$ cat config.mk
export PLATFORM = sky130hd
export DESIGN_NAME = div5_seq_ctrl_flat
export DESIGN_NICKNAME = d
export VERILOG_FILES = /design/src/rtl/div5_seq_ctrl_if.sv /design/src/rtl/div5_seq_ctrl.sv /design/src/flat_wrapper.sv
export SDC_FILE = /design/constraint.sdc
export NUM_CORES = 1
export LEC_CHECK = 0
export BUFFER_PORTS_ARGS = -buffer_cell sky130_fd_sc_hd__buf_4
export CORE_MARGIN = 1.5
export CORE_UTILIZATION = 32
export CTS_BUF_LIST = sky130_fd_sc_hd__clkbuf_8
export DETAILED_ROUTE_END_ITERATION = 7
export PLACE_DENSITY = 0.49
export SYNTH_ARGS = -nofsm -noshare
export SYNTH_HDL_FRONTEND = slang
export SYNTH_SLANG_ARGS = --single-unit
$ cat constraint.sdc
create_clock -name clk -period 2.4 [get_ports clk]
set_input_delay 0.12 -clock clk [delete_from_list [all_inputs] [get_ports clk]]
set_output_delay 0.12 -clock clk [all_outputs]
set_load 0.03 [all_outputs]
$ cat src/rtl/div5_seq_ctrl_if.sv
// rtl/div5_seq_ctrl_if.sv - handshake bundle for div5_seq_ctrl; remainder present with DIV5_SEQ_REMAINDER_EN
interface div5_seq_ctrl_if #(
  parameter int W = 64
);
  logic         in_valid;
  logic         in_ready;
  logic [W-1:0] dividend;
  logic         out_valid;
  logic         out_ready;
  logic [W-1:0] quotient;
`ifdef DIV5_SEQ_REMAINDER_EN
  logic [2:0]   remainder;
`endif
  logic         busy;

  // Divider side
  modport slave (
    input  in_valid, dividend, out_ready,
`ifdef DIV5_SEQ_REMAINDER_EN
    output remainder,
`endif
    output in_ready, out_valid, quotient, busy
  );

  // Producer/consumer side
  modport master (
    output in_valid, dividend, out_ready,
`ifdef DIV5_SEQ_REMAINDER_EN
    input  remainder,
`endif
    input  in_ready, out_valid, quotient, busy
  );
endinterface

$ cat src/rtl/div5_seq_ctrl.sv
// rtl/div5_seq_ctrl.sv - sequential divide-by-5, 3 bits per step over 22 steps; remainder port via DIV5_SEQ_REMAINDER_EN
module div5_seq_ctrl #(
  parameter int W = 64
) (
  input  logic           clk,
  input  logic           rst_n,
  div5_seq_ctrl_if.slave bus
);

  typedef enum logic [1:0] {
    IDLE = 2'd0,
    RUN  = 2'd1,
    DONE = 2'd2
  } state_t;

  state_t       state_q;
  state_t       state_d;

  // Dividend shift register carries two leading zeros so 66 bits split into 22 whole 3-bit chunks.
  logic [W+1:0] sh_q;
  // The full quotient is 66 bits but its top 2 bits are always zero, so only the low W are kept.
  logic [W-1:0] quo_q;
  logic [2:0]   r_q;
  logic [4:0]   cnt_q;

  logic [2:0]   chunk;
  logic [2:0]   step_q;
  logic [2:0]   step_r;

  // One radix-8 digit of division by 5: v = 8*r + d (0..39 for r <= 4) via compare ladder.
  function automatic logic [5:0] div5_step(input logic [2:0] r, input logic [2:0] d);
    logic [5:0] v;
    logic [2:0] q;
    logic [2:0] rem;
    v = {r, d};
    if (v >= 6'd35) begin
      q = 3'd7; rem = 3'(v - 6'd35);
    end else if (v >= 6'd30) begin
      q = 3'd6; rem = 3'(v - 6'd30);
    end else if (v >= 6'd25) begin
      q = 3'd5; rem = 3'(v - 6'd25);
    end else if (v >= 6'd20) begin
      q = 3'd4; rem = 3'(v - 6'd20);
    end else if (v >= 6'd15) begin
      q = 3'd3; rem = 3'(v - 6'd15);
    end else if (v >= 6'd10) begin
      q = 3'd2; rem = 3'(v - 6'd10);
    end else if (v >= 6'd5) begin
      q = 3'd1; rem = 3'(v - 6'd5);
    end else begin
      q = 3'd0; rem = v[2:0];
    end
    return {q, rem};
  endfunction

  // Current digit step on the top chunk of the shift register
  always_comb begin
    chunk            = sh_q[W+1:W-1];
    {step_q, step_r} = div5_step(r_q, chunk);
  end

  // State register
  always_ff @(posedge clk or negedge rst_n) begin
    if (!rst_n) begin
      state_q <= IDLE;
    end else begin
      state_q <= state_d;
    end
  end

  // Next-state and handshake outputs
  always_comb begin
    state_d       = state_q;
    bus.in_ready  = 1'b0;
    bus.out_valid = 1'b0;
    bus.busy      = 1'b0;
    case (state_q)
      IDLE: begin
        bus.in_ready = 1'b1;
        if (bus.in_valid) state_d = RUN;
      end
      RUN: begin
        bus.busy = 1'b1;
        if (cnt_q == 5'd0) state_d = DONE;
      end
      DONE: begin
        bus.busy      = 1'b1;
        bus.out_valid = 1'b1;
        if (bus.out_ready) state_d = IDLE;
      end
      default: state_d = IDLE;
    endcase
  end

  // Datapath: load on accept, one digit per RUN edge, hold in DONE and IDLE
  always_ff @(posedge clk or negedge rst_n) begin
    if (!rst_n) begin
      sh_q  <= '0;
      quo_q <= '0;
      r_q   <= 3'd0;
      cnt_q <= 5'd0;
    end else begin
      case (state_q)
        IDLE: begin
          if (bus.in_valid) begin
            sh_q  <= {2'b00, bus.dividend};
            quo_q <= '0;
            r_q   <= 3'd0;
            cnt_q <= 5'd21;
          end
        end
        RUN: begin
          sh_q  <= {sh_q[W-2:0], 3'b000};
          quo_q <= {quo_q[W-4:0], step_q};
          r_q   <= step_r;
          if (cnt_q != 5'd0) cnt_q <= cnt_q - 5'd1;
        end
        default: begin
        end
      endcase
    end
  end

  assign bus.quotient = quo_q;

`ifdef DIV5_SEQ_REMAINDER_EN
  assign bus.remainder = r_q;
`endif

endmodule
$ cat src/flat_wrapper.sv
// flat-port wrapper written by rule: the top's interface ports become plain ports
module div5_seq_ctrl_flat 
#(
  parameter int W = 64
)
  (clk, rst_n, bus_in_valid, bus_dividend, bus_out_ready, bus_in_ready, bus_out_valid, bus_quotient, bus_busy);
  div5_seq_ctrl_if #(.W(W)) bus_i ();
  input  logic clk;
  input  logic rst_n;
  input wire logic [$bits(bus_i.in_valid)-1:0] bus_in_valid;
  input wire logic [$bits(bus_i.dividend)-1:0] bus_dividend;
  input wire logic [$bits(bus_i.out_ready)-1:0] bus_out_ready;
  output wire logic [$bits(bus_i.in_ready)-1:0] bus_in_ready;
  output wire logic [$bits(bus_i.out_valid)-1:0] bus_out_valid;
  output wire logic [$bits(bus_i.quotient)-1:0] bus_quotient;
  output wire logic [$bits(bus_i.busy)-1:0] bus_busy;
  assign bus_i.in_valid = bus_in_valid;
  assign bus_i.dividend = bus_dividend;
  assign bus_i.out_ready = bus_out_ready;
  assign bus_in_ready = bus_i.in_ready;
  assign bus_out_valid = bus_i.out_valid;
  assign bus_quotient = bus_i.quotient;
  assign bus_busy = bus_i.busy;
  div5_seq_ctrl #(.W(W)) u_core (.clk(clk), .rst_n(rst_n), .bus(bus_i));
endmodule
==> impl_metrics.env, run 1 <==
export IMPL_status="finished, final reports clean"
export IMPL_htreeDepth=4
export IMPL_cts_root_buf="clkbuf_8"
export IMPL_netlist_instances=545
export IMPL_syn_area_per_cell_um2=11.40
export IMPL_core_area_mm2=0.01889
export IMPL_period_share_pct=87.66
export IMPL_hpwlAfterDp_mm=9.265
export IMPL_fill_cells=1867
export IMPL_io_pins=135
export IMPL_cp_num_buf_inv=1
export IMPL_die_w_um=142.3
export IMPL_port_buffers=134
export IMPL_ys_seq_area_share_pct=56.38
export IMPL_crit_slowest_cell="dfrtp_1"
export IMPL_synth_cell_types=50
export IMPL_ant_nets=0
export IMPL_syn_area_mm2=0.006213
export IMPL_crit_fanout=11
export IMPL_finalSetupTns_ps=0
export IMPL_grt_usage_pct=14.80
export IMPL_clkLatencyLatePin_ps=440
export IMPL_crit_start="u_core.sh_q[63]"
export IMPL_cap_violations=0
export IMPL_multi_input_area_mm2=0.002505
export IMPL_rr_startpoint="u_core.sh_q[63]"
export IMPL_clockBufferDepth=2
export IMPL_drtIter0Drc=265
export IMPL_cpLargestDelayFamily="compound AO/OA/AOI/OAI gates"
export IMPL_clock_sinks=140
export IMPL_arrival_ps=2480
export IMPL_synth_fp_nets=624
export IMPL_slew_violations=0
export IMPL_crit_path_end_kind="flip-flop"
export IMPL_setup_violations=0
export IMPL_synthFlopType="dfrtp_1"
export IMPL_yosysWarnings=0
export IMPL_clock_skew_ps=9.634
export IMPL_hp_class="input pin to flip-flop"
export IMPL_p_leak_uw=0.004100
export IMPL_firstDrtPassIters=4
export IMPL_via_count=4810
export IMPL_tritoncts="yes"
export IMPL_cp_required_ps=2780
export IMPL_regArea_mm2=0.003503
export IMPL_layout_drive_gt1_share_pct=24.97
export IMPL_place_congestion=0.8334
export IMPL_hold_viol=0
export IMPL_final_cells=1005
export IMPL_overflow=0
export IMPL_tightest_slew_ps=638.7
export IMPL_area_growth_pct=37.47
export IMPL_max_clock_freq_ghz=0.4753
export IMPL_cts_buffers=17
export IMPL_period_minus_slack_ps=2104
export IMPL_antenna_found_initial=0
export IMPL_clk_pin_slew_ps=80
export IMPL_dp_cells=908
export IMPL_slowest_delay_ps=500
export IMPL_grt_pass1_wl_mm=23.88
export IMPL_totalWireLength_mm=14.26
export IMPL_ys_async_sr_fraction_pct=100.0
export IMPL_slew_headroom_pct=57.42
export IMPL_via_per_inst=4.786
export IMPL_routedWlPerCell_um=14.19
export IMPL_rsz0062_at_grt="no"
export IMPL_drc=0
export IMPL_layout_nets=811
export IMPL_num_rows=50
export IMPL_dieArea_mm2=0.02026
export IMPL_power_density_mw_per_mm2=1137
export IMPL_die_y_um=142.3
export IMPL_crit_chain="inv_1, ha_1, nand2b_1, a211oi_2, mux2_1, a221oi_1, a221o_1"
export IMPL_path_class="flip-flop to flip-flop"
export IMPL_antenna_cells=0
export IMPL_hold_start="bus_in_valid"
export IMPL_startpoint_type="flip-flop"
export IMPL_vdd_drop_max_v=0.0008432
export IMPL_ys_seq_elements=140
export IMPL_grt_pass1_vias=4944
export IMPL_grt_max_degree=126
export IMPL_cts_resized=0
export IMPL_synth_edff_count=0
export IMPL_start_util_pct=32.89
synth_stat cells, types with 2 or more instances:
cell type | number | share of area, %
nand3b_1 | 2 | 0.24
clkbuf_1 | 10 | 0.60
ha_1 | 11 | 2.2
a31oi_1 | 3 | 0.30
xor2_1 | 5 | 0.70
nor4b_1 | 2 | 0.28
nor3_1 | 3 | 0.24
or3_1 | 3 | 0.30
dfrtp_1 | 140 | 56
nand3_1 | 2 | 0.16
buf_2 | 26 | 2.1
nand2_1 | 79 | 4.8
a21oi_1 | 8 | 0.64
nor2_1 | 10 | 0.60
a22o_1 | 68 | 9.6
buf_1 | 3 | 0.18
or2_2 | 2 | 0.20
o21ai_1 | 50 | 4.0
inv_1 | 8 | 0.48
o22ai_1 | 2 | 0.20
nand2b_1 | 3 | 0.30
o21ai_0 | 16 | 1.3
mux2i_1 | 62 | 10
worst min-delay path, stage by stage:
cell and delay [ps]:
buf_4 130, nand2_1 80, or2_2 120, nand2_1 50
timing repair:
item / CTS / global route
endpoints found under the hold margin: 114 / 0
hold buffers: 65 / 0
buffers inserted: 0 / 0
setup endpoints to repair: 0 / 0
cell families after synthesis:
logic type / Yosys count / share of synthesized area, %
AO/OA/AOI/OAI: 161 / 18.47
XOR/XNOR: 6 / 0.8457
adder cells (fa/ha/maj): 11 / 2.215
buffers and inverters: 49 / 3.665
flip-flops: 140 / 56.38
multiplexers: 64 / 10.39
AND/OR/NAND/NOR: 114 / 8.035
flip-flops by register name (all words and copies together) (netlist names):
name,cells
u_core.sh_q,66
u_core.bus.quotient,64
u_core.r_q,3
u_core.cnt_q,5
u_core.state_q,2
stage by stage:
stage / instance area (um2) / setup slack, ps / utilization [%] / hold WS [ps] / power, uW
final: 8542 / 296.3 / 45.21 / 94.23 / 9710
after CTS: 8542 / 289.4 / 45.21 / 68.05 / 9854
after global placement: 7498 / 411.5 / 39.69 / 103.3 / 7733
after detailed placement: 7498 / 315.3 / 39.69 / 109.5 / 7837
after floorplan: 6213 / 412.8 / - / -175.6 / 6711
after global routing: 8542 / 130.6 / 45.21 / 98.84 / 10500
final cells by class:
cell class / instances / share of cell area (%)
sequential: 140 / 41.01
multi-input combinational: 356 / 29.32
timing repair buffer: 209 / 20.90
tap: 260 / 3.808
clock buffer: 18 / 2.900
clock inverter: 14 / 1.699
inverter: 8 / 0.3515
metal layers:
layer	vias up	global-route usage (%)	routed length, um	share of wire, %
li1	2334	-	-	-
met1	2344	19.31	6703	47
met2	119	23.39	6532	46
met3	13	4.542	845	5.9
met4	0	4.992	176	1.2
met5	-	0	0	0
placed cells by master, fill, tap and decap left out, types with 2 or more instances in the layout:
cell type      count
clkbuf_8          18
nand2b_1           3
o21ai_0           16
xor2_1             5
nand2_1           79
dlygate4sd3_1     65
inv_1              8
a31oi_1            3
o22ai_1            2
buf_4            139
nand3_1            2
nor2_1            10
a21oi_1            8
clkinv_4           2
inv_6              2
bufinv_16          2
nor3_1             3
clkinv_2           4
or2_2              2
or3_1              3
clkinvlp_4         4
o21ai_1           50
mux2i_1           62
ha_1              10
nand3b_1           2
buf_12             4
dfrtp_1          140
a22o_1            68
nor4b_1            2
final timing paths:
path | slack [ps] | cells past startpoint | to
worst max-delay path | 300 | 7 | u_core.r_q[1]
min in group asynchronous | 210 | 2 | u_core.bus.quotient[53]
worst min register to register | 490 | 2 | u_core.sh_q[5]
worst min-delay path | 90 | 4 | u_core.cnt_q[4]
max in group asynchronous | 1370 | 3 | u_core.sh_q[32]
worst max register to register | 300 | 7 | u_core.r_q[1]
where the power goes:
part	internal [uW]	switching, uW
registers	3110	521
logic	1740	2450
clock network	951	941
total	5800	3910
Power figures use the tool's default switching activity.
==> inputs of run 2 (changes only) <==
- CELL_PAD_IN_SITES_DETAIL_PLACEMENT: not set -> 1
- CELL_PAD_IN_SITES_GLOBAL_PLACEMENT: not set -> 1
- GPL_ROUTABILITY_DRIVEN: not set -> 0
- PLACE_DENSITY: 0.49 -> 0.6
==> run 2 against run 1 <==
Net effect:
- via count is 1.5% higher
- sequential power hardly changed
- sequential cell count stayed put
- maximum frequency is 1.1% lower
- combinational power is 3% higher
- utilization is 0.13 points lower
==> impl_metrics.env, run 2 (same netlist as run 1, synthesis figures left out) <==
export IMPL_crit_path_end_kind="flip-flop"
export IMPL_grt_max_degree=93
export IMPL_grt_busiest_layer="met2"
export IMPL_final_cell_mix="143 x buf_4, 140 x dfrtp_1, 79 x nand2_1"
export IMPL_clock_sinks=140
export IMPL_tightest_slew_ps=633.1
export IMPL_max_clock_freq_ghz=0.4700
export IMPL_core_area_mm2=0.01889
export IMPL_finalSetupTns_ps=0
export IMPL_top_register="u_core.sh_q"
export IMPL_cts_resized=0
export IMPL_vdd_drop_max_v=0.0006771
export IMPL_arrival_ps=2510
export IMPL_routedWlPerCell_um=15.72
export IMPL_port_buffers=134
export IMPL_dieArea_mm2=0.02026
export IMPL_antenna_found_initial=0
export IMPL_start_util_pct=32.89
export IMPL_clockBufferDepth=2
export IMPL_cts_buffers=17
export IMPL_post_cts_buffers=0
export IMPL_ant_nets=0
export IMPL_clkLatencyLatePin_ps=440
export IMPL_hpwlAfterDp_mm=10.23
export IMPL_p_leak_uw=0.004093
export IMPL_power_density_mw_per_mm2=1143
export IMPL_cap_violations=0
export IMPL_die_w_um=142.3
export IMPL_fill_cells=2104
export IMPL_use_met2_pct=27.03
export IMPL_dp_cells=911
export IMPL_io_pins=135
export IMPL_drtIter0Drc=164
export IMPL_num_rows=50
export IMPL_met3_usage_pct=5.047
export IMPL_crit_fanout=11
export IMPL_startpoint_type="flip-flop"
export IMPL_layout_drive_gt1_share_pct=25.17
export IMPL_final_cells=1007
export IMPL_area_growth_pct=37.09
export IMPL_tritoncts="yes"
export IMPL_totalWireLength_mm=15.83
export IMPL_cts_root_buf="clkbuf_8"
export IMPL_path_class="flip-flop to flip-flop"
export IMPL_firstDrtPassIters=4
export IMPL_clock_skew_ps=14.37
export IMPL_hp_class="input pin to flip-flop"
export IMPL_hold_viol=0
export IMPL_cp_required_ps=2780
export IMPL_layout_nets=813
export IMPL_final_common_cell="buf_4"
export IMPL_period_minus_slack_ps=2128
export IMPL_slew_headroom_pct=57.79
export IMPL_met1_usage_pct=20.99
export IMPL_rsz0062_at_grt="no"
export IMPL_antenna_cells=0
export IMPL_via_count=4882
export IMPL_grt_pass1_vias=5288
export IMPL_setup_violations=0
export IMPL_die_y_um=142.3
export IMPL_largest_reg_flops=66
export IMPL_overflow=0
export IMPL_clk_pin_slew_ps=80
export IMPL_drc=0
export IMPL_grt_usage_pct=16.44
export IMPL_status="finished, final reports clean"
export IMPL_period_share_pct=88.66
export IMPL_slew_violations=0
export IMPL_grt_pass1_wl_mm=26.53
export IMPL_htreeDepth=4
export IMPL_via_per_inst=4.848
==> run 2: cell count changes in the layout (fill, tap and decap cells not counted) <==
cell,before,now
buf_4,139,143
buf_12,4,3
bufinv_16,2,1
clkinv_2,4,3
clkinv_4,2,1
clkinvlp_4,4,5
dlygate4sd3_1,65,64
inv_1,8,9
inv_6,2,3
==> run 2: metal layers <==
layer | wire length (um) | up-vias
met1 | 7263 | 2413
li1 | - | 2338
met4 | 127 | 0
met2 | 7569 | 117
met5 | 0 | -
met3 | 872 | 14
==> run 2: what timing repair did <==
item	in CTS	in global routing
hold buffers	64	0
setup endpoints to repair	0	0
endpoints found under the hold margin	125	0
==> run 2: area by class of cell <==
cell class / instances / area (um2) / share of cell area [%]
Clock buffer: 18 / 247.7 / 2.908
Clock inverter: 14 / 121.4 / 1.425
Inverter: 8 / 30.03 / 0.3525
Multi-Input combinational cell: 356 / 2505 / 29.41
Sequential cell: 140 / 3503 / 41.13
Tap cell: 260 / 325.3 / 3.819
Timing Repair Buffer: 211 / 1785 / 20.96
==> run 2: metrics by stage <==
step / hold WS (ps) / power, uW / util [%] / cell area [um2] / worst slack [ps]
6_report: 57.61 / 9736 / 45.09 / 8518 / 272.2
3_5_place_dp: 160.9 / 7933 / 39.74 / 7508 / 301.3
2_1_floorplan: -175.6 / 6711 / - / 6213 / 412.8
5_1_grt: 36.44 / 10520 / 45.09 / 8518 / 162.6
4_1_cts: 69.13 / 9880 / 45.09 / 8518 / 283.4
3_3_place_gp: 153.6 / 7781 / 39.74 / 7508 / 394.9
==> run 2: worst paths after layout <==
kind                            slack [ps]                       to             from  cells after the start
worst max-delay path                   270            u_core.r_q[1]  u_core.sh_q[63]                      7
worst min-delay path                    60           u_core.sh_q[5]  bus_dividend[5]                      3
worst max register to register         270            u_core.r_q[1]  u_core.sh_q[63]                      7
worst min register to register         490           u_core.sh_q[4]   u_core.sh_q[4]                      2
max in group asynchronous             1310          u_core.sh_q[38]            rst_n                      3
min in group asynchronous              250  u_core.bus.quotient[53]            rst_n                      2
==> run 2: power by group <==
part | internal [uW] | leakage (uW) | switching (uW) | total, uW
Clock | 846 | 0.000179 | 957 | 1800
Combinational | 1770 | 0.00208 | 2530 | 4300
Sequential | 3110 | 0.00184 | 521 | 3630
==> run 2: critical path: stages (launching register included) <==
cell	delay, ps
dfrtp_1	500
inv_1	130
ha_1	240
nand2b_1	130
a211oi_2	270
mux2_1	360
a221oi_1	270
a221o_1	180
